$ cat src/rtl/bg_tile_generator.sv
// Background tile source: maps a (column, row) tile coordinate to a tile index
// through a fixed 2-cycle pipeline, with frame-synchronous mode and scroll updates.
module bg_tile_generator #(
  parameter int COLS        = 120,
  parameter int ROWS        = 68,
  parameter int COL_W       = 7,
  parameter int ROW_W       = 7,
  parameter int DATA_W      = 6,
  parameter int BORDER_ROWS = 4,
  parameter int BORDER_BASE = 6,
  parameter int FILL_TILE   = 12,
  parameter int CHECK_TILE  = 13,
  parameter int CHECK_LOG2  = 2,
  parameter int SCROLL_DIV  = 8
) (
  input  logic              i_clk,
  input  logic              i_reset,
  input  logic              i_frame_start,
  input  logic [1:0]        i_bg_set,
  input  logic              i_valid,
  input  logic [COL_W-1:0]  i_col,
  input  logic [ROW_W-1:0]  i_row,
  output logic              o_valid,
  output logic [DATA_W-1:0] o_data,
  output logic              o_oob
);

  // Handshake: a request is taken whenever i_valid is high (no backpressure);
  // o_valid pulses exactly two cycles later and qualifies o_data and o_oob.

  localparam int FC_W = (SCROLL_DIV > 1) ? $clog2(SCROLL_DIV) : 1;
  localparam logic [FC_W-1:0] FC_LAST = FC_W'(SCROLL_DIV - 1);

  typedef enum logic [1:0] {CLS_TOP, CLS_BOT, CLS_MID, CLS_OOB} band_e;

  // Frame-synchronous settings
  logic [1:0]      mode_q;
  logic [1:0]      scroll_q;
  logic [FC_W-1:0] fc_q;

  always_ff @(posedge i_clk) begin
    if (i_reset) begin
      mode_q   <= 2'd0;
      scroll_q <= 2'd0;
      fc_q     <= '0;
    end else if (i_frame_start) begin
      mode_q <= i_bg_set;
      if (i_bg_set == 2'd3) begin
        if (fc_q == FC_LAST) begin
          fc_q     <= '0;
          scroll_q <= scroll_q + 2'd1;
        end else begin
          fc_q <= fc_q + FC_W'(1);
        end
      end else begin
        fc_q     <= '0;
        scroll_q <= 2'd0;
      end
    end
  end

  // Stage 1: classify the coordinate
  logic [31:0] col_ext, row_ext;
  band_e       cls_d;
  logic [1:0]  k_d, p_d, scroll_eff;
  logic        chk_d;

  assign col_ext = 32'(i_col);
  assign row_ext = 32'(i_row);

  always_comb begin
    cls_d      = CLS_MID;
    k_d        = 2'd0;
    scroll_eff = (mode_q == 2'd3) ? scroll_q : 2'd0;
    p_d        = i_col[1:0] + scroll_eff;
    chk_d      = i_col[CHECK_LOG2] ^ i_row[CHECK_LOG2];
    if (col_ext >= 32'(COLS) || row_ext >= 32'(ROWS)) begin
      cls_d = CLS_OOB;
    end else if (row_ext < 32'(BORDER_ROWS)) begin
      cls_d = CLS_TOP;
      k_d   = i_row[1:0];
    end else if (row_ext >= 32'(ROWS - BORDER_ROWS)) begin
      cls_d = CLS_BOT;
      // Bottom band starts two rows into the pattern so it mirrors the top.
      k_d   = i_row[1:0] - 2'(ROWS - BORDER_ROWS) + 2'd2;
    end
  end

  logic       v1;
  band_e      cls1;
  logic [1:0] k1, p1, mode1;
  logic       chk1;

  always_ff @(posedge i_clk) begin
    if (i_reset) begin
      v1    <= 1'b0;
      cls1  <= CLS_MID;
      k1    <= 2'd0;
      p1    <= 2'd0;
      chk1  <= 1'b0;
      mode1 <= 2'd0;
    end else begin
      v1 <= i_valid;
      if (i_valid) begin
        cls1  <= cls_d;
        k1    <= k_d;
        p1    <= p_d;
        chk1  <= chk_d;
        mode1 <= mode_q;
      end
    end
  end

  // Stage 2: tile selection
  function automatic logic [2:0] border_off(input logic hi, input logic [1:0] p);
    logic [2:0] r;
    if (hi) begin
      case (p)
        2'd0:    r = 3'd0;
        2'd1:    r = 3'd2;
        2'd2:    r = 3'd2;
        default: r = 3'd4;
      endcase
    end else begin
      case (p)
        2'd0:    r = 3'd2;
        2'd1:    r = 3'd4;
        2'd2:    r = 3'd0;
        default: r = 3'd2;
      endcase
    end
    return r;
  endfunction

  logic [DATA_W-1:0] border_tile, sel_d;
  logic              oob_d;

  assign border_tile = DATA_W'(BORDER_BASE) + DATA_W'(border_off(k1[1], p1)) + DATA_W'(k1[0]);

  always_comb begin
    sel_d = DATA_W'(FILL_TILE);
    oob_d = 1'b0;
    if (cls1 == CLS_OOB) begin
      oob_d = 1'b1;
    end else begin
      case (mode1)
        2'd1:    sel_d = DATA_W'(FILL_TILE);
        2'd2:    sel_d = chk1 ? DATA_W'(CHECK_TILE) : DATA_W'(FILL_TILE);
        default: sel_d = (cls1 == CLS_MID) ? DATA_W'(FILL_TILE) : border_tile;
      endcase
    end
  end

  always_ff @(posedge i_clk) begin
    if (i_reset) begin
      o_valid <= 1'b0;
      o_data  <= '0;
      o_oob   <= 1'b0;
    end else begin
      o_valid <= v1;
      if (v1) begin
        o_data <= sel_d;
        o_oob  <= oob_d;
      end
    end
  end

endmodule

$ cat config.mk
export PLATFORM = sky130hd
export DESIGN_NAME = bg_tile_generator
export DESIGN_NICKNAME = d
export VERILOG_FILES = /design/src/rtl/bg_tile_generator.sv
export SDC_FILE = /design/constraint.sdc
export NUM_CORES = 1
export LEC_CHECK = 0
export ABC_CLOCK_PERIOD_IN_PS = 4140
export CAP_MARGIN = 5
export CORE_UTILIZATION = 37
export DETAILED_ROUTE_END_ITERATION = 7
export GPL_ROUTABILITY_DRIVEN = 0
export PLACE_DENSITY_LB_ADDON = 0.2
export SYNTH_ARGS = -nofsm -noshare
export SYNTH_HDL_FRONTEND = slang
export SYNTH_SLANG_ARGS = --single-unit
$ cat constraint.sdc
create_clock -name i_clk -period 4.14 [get_ports i_clk]
set_input_delay 0.828 -clock i_clk [delete_from_list [all_inputs] [get_ports i_clk]]
set_output_delay 0.828 -clock i_clk [all_outputs]
set_load 0.02 [all_outputs]
==> reports/metrics.yaml, run 1 <==
outcome: "completed"
ctsHoldBuffers: 0
power.internal_uw: 300
cp_max_fo: 2
cts_max_path_buffers: 2
post-cts-setup-buffers: 0
die_area_um2: 3100
ys.flop_type: "dfxtp_1"
pre_cts_ws_ns: 1.79
insertion_delay_ns: 0.31
synth_cell_type_count: 33
die_width_um: 55.7
critPathRequiredTime_ns: 3.31
cts_root_buffer: "clkbuf_4"
holdCritPathClass: "flip-flop to flip-flop"
p_sw_share_pct: 24.3
vias: 849
powerDensity_nw_per_um2: 296
nNetsFinal: 169
yosysSeqAreaShare_pct: 43.1
min_period_ns: 2.08
rows: 19
drive_gt1_share_pct: 3.55
synthArstFlopShare_pct: 0
ant_nets: 0
wire_per_inst_um: 11.1
grt-ovfl-total: 0
grt_pass1_wl_mm: 3.34
skew_ns: 0.00451
slowest_delay_ns: 0.60
peakVddDrop_mv: 0.279
synth_area_um2: 1070
slew_viol_final: 0
drtIter0Drc: 10
io_buffer_count: 25
dieHeight_um: 55.7
synth_edf_count: 0
finalCritPeriodShare_pct: 50.2
area_growth_pct: 25.6
p_leak_uw: 0.000535
tightest_slew_ns: 0.777
syn_avg_cell_area_um2: 9.04
finalHoldViolCount: 0
cp_top_family: "buffers and inverters"
post_cts_resized: 0
cts_buffers: 3
fill_cells: 270
ys_warn_count: 0
antennaDiodeCount: 0
place_inst: 168
drc_errors: 0
seqPwrFrac_pct: 59.5
antenna_found_initial: 0
crit_type: "flip-flop to output pin"
clock_power_share_pct: 25.5
cts_tree: "done"
grt_use_total_pct: 13.3
slowest_stage: "clkdlybuf4s50_1"
cts_sinks: 23
cp_data_arrival_time_ns: 1.25
grt_pass1_vias: 788
drt_wl_total_mm: 1.91
setup_slack_ns: 2.06
hpwl_mm: 1.47
setup-tns-final_ns: 0
setup_viol_count_final: 0
power.switching_uw: 96.1
final_cells: 172
cts_max_level: 1
critPathCaptureType: "output pin"
dr.pass1.iters: 4
relSlewSlack_pct: 48.0
final_area_um2: 1340
crit_chain: "clkdlybuf4s50_1"
p_comb_share_pct: 15.0
placedInstanceArea_um2: 1310
crit_buf_inv: 1
pin_count: 28
max_freq_mhz: 481
grt_max_degree: 24
clk_pin_slew_ns: 0.12
syn_inst: 118
core_region_area_um2: 2730
start_util_pct: 39.0
synth-seq-cells: 23
rsz0062_at_grt: "false"
start_kind: "flip-flop"
holdWs_ns: 0.476
maxCapViolations: 0
viasPerCell: 4.94
worst min-delay path: stages (launching register included):
cell and delay (ns):
dfxtp_1 0.33, nand2_1 0.06, a21oi_1 0.05
sequential cells by signal, summed over array words and instances (netlist names):
signal and flops:
k1 2, scroll_q 2, mode_q 2, o_valid 1, fc_q 3, mode1 2
p1 2, o_data 4, cls1 2, o_oob 1, chk1 1, v1 1
placed cells by master, fill, tap and decap left out, drive strengths merged, types with 3 or more instances in the layout:
cell type / netlist / routed
dfxtp: 23 / 23
xnor2: 3 / 3
nand4: 3 / 3
clkdlybuf4s50: 0 / 25
inv: 4 / 4
mux2i: 6 / 6
nor2: 17 / 17
nand2: 8 / 8
ha: 7 / 7
nand3: 3 / 3
nand2b: 3 / 3
clkbuf: 2 / 4
a21oi: 10 / 10
nor2b: 4 / 4
synth_stat cells, types with 3 or more instances:
library cell | count | area [um^2]
a21oi_1 | 10 | 50.1
dfxtp_1 | 23 | 460
xnor2_1 | 3 | 26.3
nand2_1 | 8 | 30.0
nand3_1 | 3 | 15.0
nor2_1 | 17 | 63.8
nor2b_1 | 4 | 25.0
mux2i_1 | 6 | 60.1
ha_1 | 7 | 87.6
inv_1 | 3 | 11.3
nand4_1 | 3 | 18.8
nand2b_1 | 3 | 18.8
buf_4 | 3 | 22.5
final cells by class:
cell class	instances	area, um^2	area share (%)
flip-flops and latches	23	460	34.4
well taps	31	38.8	2.89
inverters	4	17.5	1.31
multi-input cells	85	547	40.8
repair buffers	25	250	18.7
clock buffers	4	26.3	1.96
cells by family after synthesis:
logic type	count (synthesis)	synth area share (%)
AND/OR/NAND/NOR	45	20.9
flip-flops	23	43.1
AO/OA/AOI/OAI	20	11.7
buffers and inverters	11	5.98
adder cells (fa/ha/maj)	7	8.21
multiplexers	6	5.63
XOR/XNOR	5	4.10
other	1	0.351
worst paths after layout:
| check | from | to | slack [ns] | cells after the start |
|---|---|---|---|---|
| max | o_data[1]$_SDFFE_PP0P_ | o_data[1] | 2.06 | 1 |
| min | fc_q[1]$_SDFFE_PP0P_ | fc_q[1]$_SDFFE_PP0P_ | 0.48 | 2 |
| max reg2reg | p1[1]$_SDFFE_PP0P_ | o_data[2]$_SDFFE_PP0P_ | 2.65 | 5 |
| min reg2reg | fc_q[1]$_SDFFE_PP0P_ | fc_q[1]$_SDFFE_PP0P_ | 0.48 | 2 |
power groups by stage:
| stage | clock, uW | combinational [uW] | sequential, uW |
|---|---|---|---|
| after global placement | 0 | 58.8 | 240 |
| after CTS | 106 | 60.3 | 236 |
| final | 101 | 59.6 | 236 |
| after global routing | 116 | 65.3 | 237 |
| after detailed placement | 0 | 60.1 | 241 |
| after floorplan | 0 | 32.6 | 241 |
routing by layer:
layer / vias to the layer above / track usage, % / wire length, um
met5: - / 0 / 0
met2: 13 / 24.4 / 965
met1: 387 / 14.8 / 874
li1: 449 / - / -
met3: 0 / 4.88 / 68
met4: 0 / 2.14 / 0
metrics by stage:
stage                     util [%]  power, uW
after detailed placement      48.1        301
after floorplan                  -        274
after global placement        48.1        299
after CTS                     49.0        402
after global routing          49.0        419
final                         49.0        396
Note: power is estimated with default switching activity, not from simulation.
==> inputs of run 2 (changes only) <==
--- a/config.mk
+++ b/config.mk
@@ -5,7 +5,7 @@
 export SDC_FILE = /design/constraint.sdc
 export NUM_CORES = 1
 export LEC_CHECK = 0
-export ABC_CLOCK_PERIOD_IN_PS = 4140
+export ABC_CLOCK_PERIOD_IN_PS = 1800
 export CAP_MARGIN = 5
 export CORE_UTILIZATION = 37
 export DETAILED_ROUTE_END_ITERATION = 7
==> constraint.sdc (replaced) <==
create_clock -name i_clk -period 1.8 [get_ports i_clk]
set_input_delay 0.36 -clock i_clk [delete_from_list [all_inputs] [get_ports i_clk]]
set_output_delay 0.36 -clock i_clk [all_outputs]
set_load 0.02 [all_outputs]
==> run 2 against run 1 <==
Compared with the run above: sequential power rose by 130%; highest routed layer is now met4; critical path type unchanged; global-route usage rose by 0.099 points; power rose by 130%; critical path depth did not move; combinational power rose by 140%; setup slack got worse by 1.9 ns; largest cell class unchanged; worst hold slack improved by 0.0038 ns; via count rose by 2.2%.
==> reports/metrics.yaml, run 2 (same netlist as run 1, synthesis figures left out) <==
post-cts-setup-buffers: 0
clk_pin_slew_ns: 0.12
p_total_uw: 910
viasPerCell: 4.96
finalHoldViolCount: 0
cts_max_path_buffers: 2
wire_per_inst_um: 10.5
cts_buffers: 3
vias: 868
pin_count: 28
max_freq_mhz: 620
crit_chain: "clkdlybuf4s50_1"
ctsHoldBuffers: 0
drive_gt1_share_pct: 5.56
antenna_found_initial: 0
holdCritPathClass: "flip-flop to flip-flop"
setup_slack_ns: 0.186
powerDensity_nw_per_um2: 668
rows: 19
largest_reg_flops: 4
skew_ns: 0.00489
slowest_delay_ns: 0.60
finalCritPeriodShare_pct: 89.6
dieHeight_um: 55.7
crit_type: "flip-flop to output pin"
drt_wl_total_mm: 1.85
critPathCaptureType: "output pin"
crit_buf_inv: 1
peakVddDrop_mv: 0.522
largestRegisters: "o_data (4), fc_q (3)"
drc_errors: 0
outcome: "completed"
setup_viol_count_final: 0
p_leak_uw: 0.000549
p_comb_share_pct: 15.6
seqPwrFrac_pct: 59.5
die_width_um: 55.7
pre_cts_ws_ns: 0.213
cp_max_fo: 2
placedInstanceArea_um2: 1340
die_area_um2: 3100
cts_root_buffer: "clkbuf_4"
min_period_ns: 1.61
grt-ovfl-total: 0
slew_viol_final: 0
p_sw_share_pct: 23.7
final_common_cell: "clkdlybuf4s50_1"
grt_pass1_wl_mm: 3.34
grt_use_total_pct: 13.4
grt_pass1_vias: 809
post_cts_resized: 0
cts_tree: "done"
insertion_delay_ns: 0.30
core_region_area_um2: 2730
slowest_stage: "clkdlybuf4s50_1"
maxCapViolations: 0
cp_top_family: "buffers and inverters"
start_kind: "flip-flop"
nNetsFinal: 172
hpwl_mm: 1.50
cp_data_arrival_time_ns: 1.25
cts_max_level: 1
ant_nets: 0
start_util_pct: 39.0
dr.pass1.iters: 4
rsz0062_at_grt: "false"
final_area_um2: 1360
power.switching_uw: 216
largest-register: "o_data"
grt_max_degree: 13
clock_power_share_pct: 24.9
power.internal_uw: 694
cts_sinks: 23
critPathRequiredTime_ns: 1.44
antennaDiodeCount: 0
io_buffer_count: 25
area_growth_pct: 27.7
layout_common_cells: "clkdlybuf4s50_1 (25), dfxtp_1 (23), nor2_1 (17)"
setup-tns-final_ns: 0
fin_util_pct: 49.8
drtIter0Drc: 18
-- run 2: final timing paths --
check,startpoint,end,slack [ns],cells after the start
setup reg to reg,p1[1]$_SDFFE_PP0P_,o_data[2]$_SDFFE_PP0P_,0.29,5
setup / recovery,o_oob$_SDFFE_PP0P_,o_oob,0.19,1
hold reg to reg,fc_q[1]$_SDFFE_PP0P_,fc_q[1]$_SDFFE_PP0P_,0.48,2
hold / removal,fc_q[1]$_SDFFE_PP0P_,fc_q[1]$_SDFFE_PP0P_,0.48,2
-- run 2: layer usage --
layer	share of wire (%)	up-vias	GRT usage (%)
li1	-	453	-
met1	44	402	15.4
met2	53	11	24.6
met3	3.0	2	4.19
met4	0.43	0	2.14
met5	0	-	0
-- run 2: metrics by stage --
step	instances	hold slack (ns)
6_report	175	0.480
5_1_grt	175	0.504
4_1_cts	175	0.482
3_5_place_dp	171	0.466
3_3_place_gp	171	0.459
2_1_floorplan	119	0.432
-- run 2: power by group through the flow --
stage	Combinational (uW)	Sequential (uW)	Clock, uW
3_3_place_gp	140	553	0
3_5_place_dp	144	553	0
2_1_floorplan	74.9	555	0
4_1_cts	144	542	240
6_report	142	542	227
5_1_grt	156	545	260
-- run 2: layout make-up --
class                      count  area [um^2]
tap                           31         38.8
fill                         268         1370
timing repair buffer          28          273
sequential                    23          460
clock buffer                   4         26.3
multi-input combinational     85          547
inverter                       4         17.5
==> inputs of run 3 (changes only) <==
--- a/config.mk
+++ b/config.mk
@@ -10,7 +10,8 @@
 export CORE_UTILIZATION = 37
 export DETAILED_ROUTE_END_ITERATION = 7
 export GPL_ROUTABILITY_DRIVEN = 0
-export PLACE_DENSITY_LB_ADDON = 0.2
+export PLACE_DENSITY = 0.67
+export SETUP_SLACK_MARGIN = 0.15
 export SYNTH_ARGS = -nofsm -noshare
 export SYNTH_HDL_FRONTEND = slang
 export SYNTH_SLANG_ARGS = --single-unit
==> run 3 against run 2 <==
Compared with the run above: critical path depth unchanged; largest power group unchanged; sequential power barely moved; power up 0.59%; core utilization is 0.50 points higher; global-route usage down 0.21 points; clock power rose by 3%; sequential cell count unchanged; sequential share of layout area down 0.34 points; die area did not move; non-clock buffer count did not move.
==> reports/metrics.yaml, run 3 (same netlist as run 1, synthesis figures left out) <==
setup_viol_count_final: 0
cts_root_buffer: "clkbuf_4"
dieHeight_um: 55.7
antennaDiodeCount: 0
outcome: "completed"
p_leak_uw: 0.000637
grt_pass1_vias: 794
core_region_area_um2: 2730
p_sw_share_pct: 24.6
cp_max_fo: 1
largest-register: "o_data"
hpwl_mm: 1.47
seqPwrFrac_pct: 59.1
hold_start: "fc_q[1]$_SDFFE_PP0P_"
pre_cts_ws_ns: 0.237
crit_chain: "clkdlybuf4s50_1"
cts_buffers: 3
crit_start: "o_valid$_SDFF_PP0_"
critPathCaptureType: "output pin"
max_freq_mhz: 628
crit_buf_inv: 1
io_buffer_count: 25
drtIter0Drc: 18
rsz0062_at_grt: "false"
wl_met1_um: 823
die_area_um2: 3100
rows: 19
peakVddDrop_mv: 0.555
path_depth: 1
ant_nets: 0
insertion_delay_ns: 0.31
finalHoldViolCount: 0
skew_ns: 0.00431
ff2ff_path_depth: 5
final_common_cell: "dfxtp_1"
critPathRequiredTime_ns: 1.44
setup_slack_ns: 0.207
ctsHoldBuffers: 0
highest_layer: "met4"
cts_max_level: 1
slowest_delay_ns: 0.59
powerDensity_nw_per_um2: 665
post-cts-setup-buffers: 0
nNetsFinal: 172
setup-tns-final_ns: 0
cts_max_path_buffers: 2
crit_type: "flip-flop to output pin"
wire_per_inst_um: 10.7
drt_wl_total_mm: 1.87
finalCritPeriodShare_pct: 88.5
pin_count: 28
clock_power_share_pct: 25.5
drc_errors: 0
largestRegisters: "o_data (4), fc_q (3)"
reg2reg_from: "p1[1]$_SDFFE_PP0P_"
grt_pass1_wl_mm: 3.24
viasPerCell: 4.98
cts_sinks: 23
holdWs_ns: 0.471
drive_gt1_share_pct: 6.25
holdCritPathClass: "flip-flop to flip-flop"
wl_met3_um: 95
r2r-end: "o_data[2]$_SDFFE_PP0P_"
layout_common_cells: "dfxtp_1 (23), clkdlybuf4s50_1 (20), nor2_1 (17)"
area_growth_pct: 29.0
start_kind: "flip-flop"
r2r_setup_slack_ns: 0.34
maxCapViolations: 0
cp_top_family: "buffers and inverters"
grt_max_degree: 14
cts_tree: "done"
grt_use_total_pct: 13.2
grt-ovfl-total: 0
cp_data_arrival_time_ns: 1.23
power.switching_uw: 225
dr.pass1.iters: 6
clk_pin_slew_ns: 0.12
power.internal_uw: 690
vias: 872
slowest_stage: "clkdlybuf4s50_1"
p_comb_share_pct: 15.4
start_util_pct: 39.0
endpoint: "o_valid"
met2_length_um: 925
min_period_ns: 1.59
largest_reg_flops: 4
slew_viol_final: 0
die_width_um: 55.7
antenna_found_initial: 0
run 3: cell types whose count changed in the layout (fill, tap and decap cells not counted):
| cell | change |
|---|---|
| clkdlybuf4s50_1 | -5 |
| dlymetal6s2s_1 | +5 |
| clkbuf_1 | -1 |
| clkinv_2 | +1 |
run 3: metrics by stage:
step / instance area (um^2) / cells / total power (uW) / utilization, %
after detailed placement: 1340 / 171 / 696 / 48.9
after CTS: 1360 / 175 / 933 / 49.9
after global routing: 1380 / 175 / 972 / 50.3
after global placement: 1340 / 171 / 693 / 48.9
final: 1380 / 175 / 916 / 50.3
after floorplan: 1070 / 119 / 630 / -
run 3: layout make-up:
| cell class | instances | area [um^2] |
|---|---|---|
| fill | 274 | 1360 |
| multi-input combinational | 85 | 547 |
| sequential | 23 | 460 |
| timing repair buffer | 28 | 285 |
| tap | 31 | 38.8 |
| clock buffer | 3 | 22.5 |
| inverter | 4 | 17.5 |
| clock inverter | 1 | 5.00 |
run 3: power by group through the flow:
stage | registers [uW] | logic (uW) | clock network (uW)
floorplan | 555 | 74.9 | 0
global placement | 553 | 139 | 0
detailed placement | 554 | 142 | 0
CTS | 542 | 143 | 247
global route | 545 | 157 | 269
finish | 542 | 141 | 233
run 3: per-layer routing:
| metal | track usage (%) | vias to the layer above |
|---|---|---|
| met5 | 0 | - |
| met4 | 4.29 | 0 |
| met3 | 4.88 | 5 |
| met2 | 23.4 | 14 |
| met1 | 14.5 | 400 |
| li1 | - | 453 |
run 3: worst min-delay path by stage:
stage / to / cells past startpoint
finish: fc_q[1]$_SDFFE_PP0P_ / 2
global route: o_data[1]$_SDFFE_PP0P_ / 2
CTS: fc_q[1]$_SDFFE_PP0P_ / 2
detailed placement: fc_q[1]$_SDFFE_PP0P_ / 2
global placement: o_oob$_SDFFE_PP0P_ / 2
floorplan: o_valid$_SDFF_PP0_ / 1
run 3: repair_timing:
item / 4_1_cts / 5_1_grt
resized for setup: 0 / 5
hold endpoints to repair: 0 / 0
setup endpoints to repair: 0 / 5
run 3: worst min-delay path: stages (launching register included):
cell and delay [ns]:
dfxtp_1 0.33, nand2_1 0.06, a21oi_1 0.05
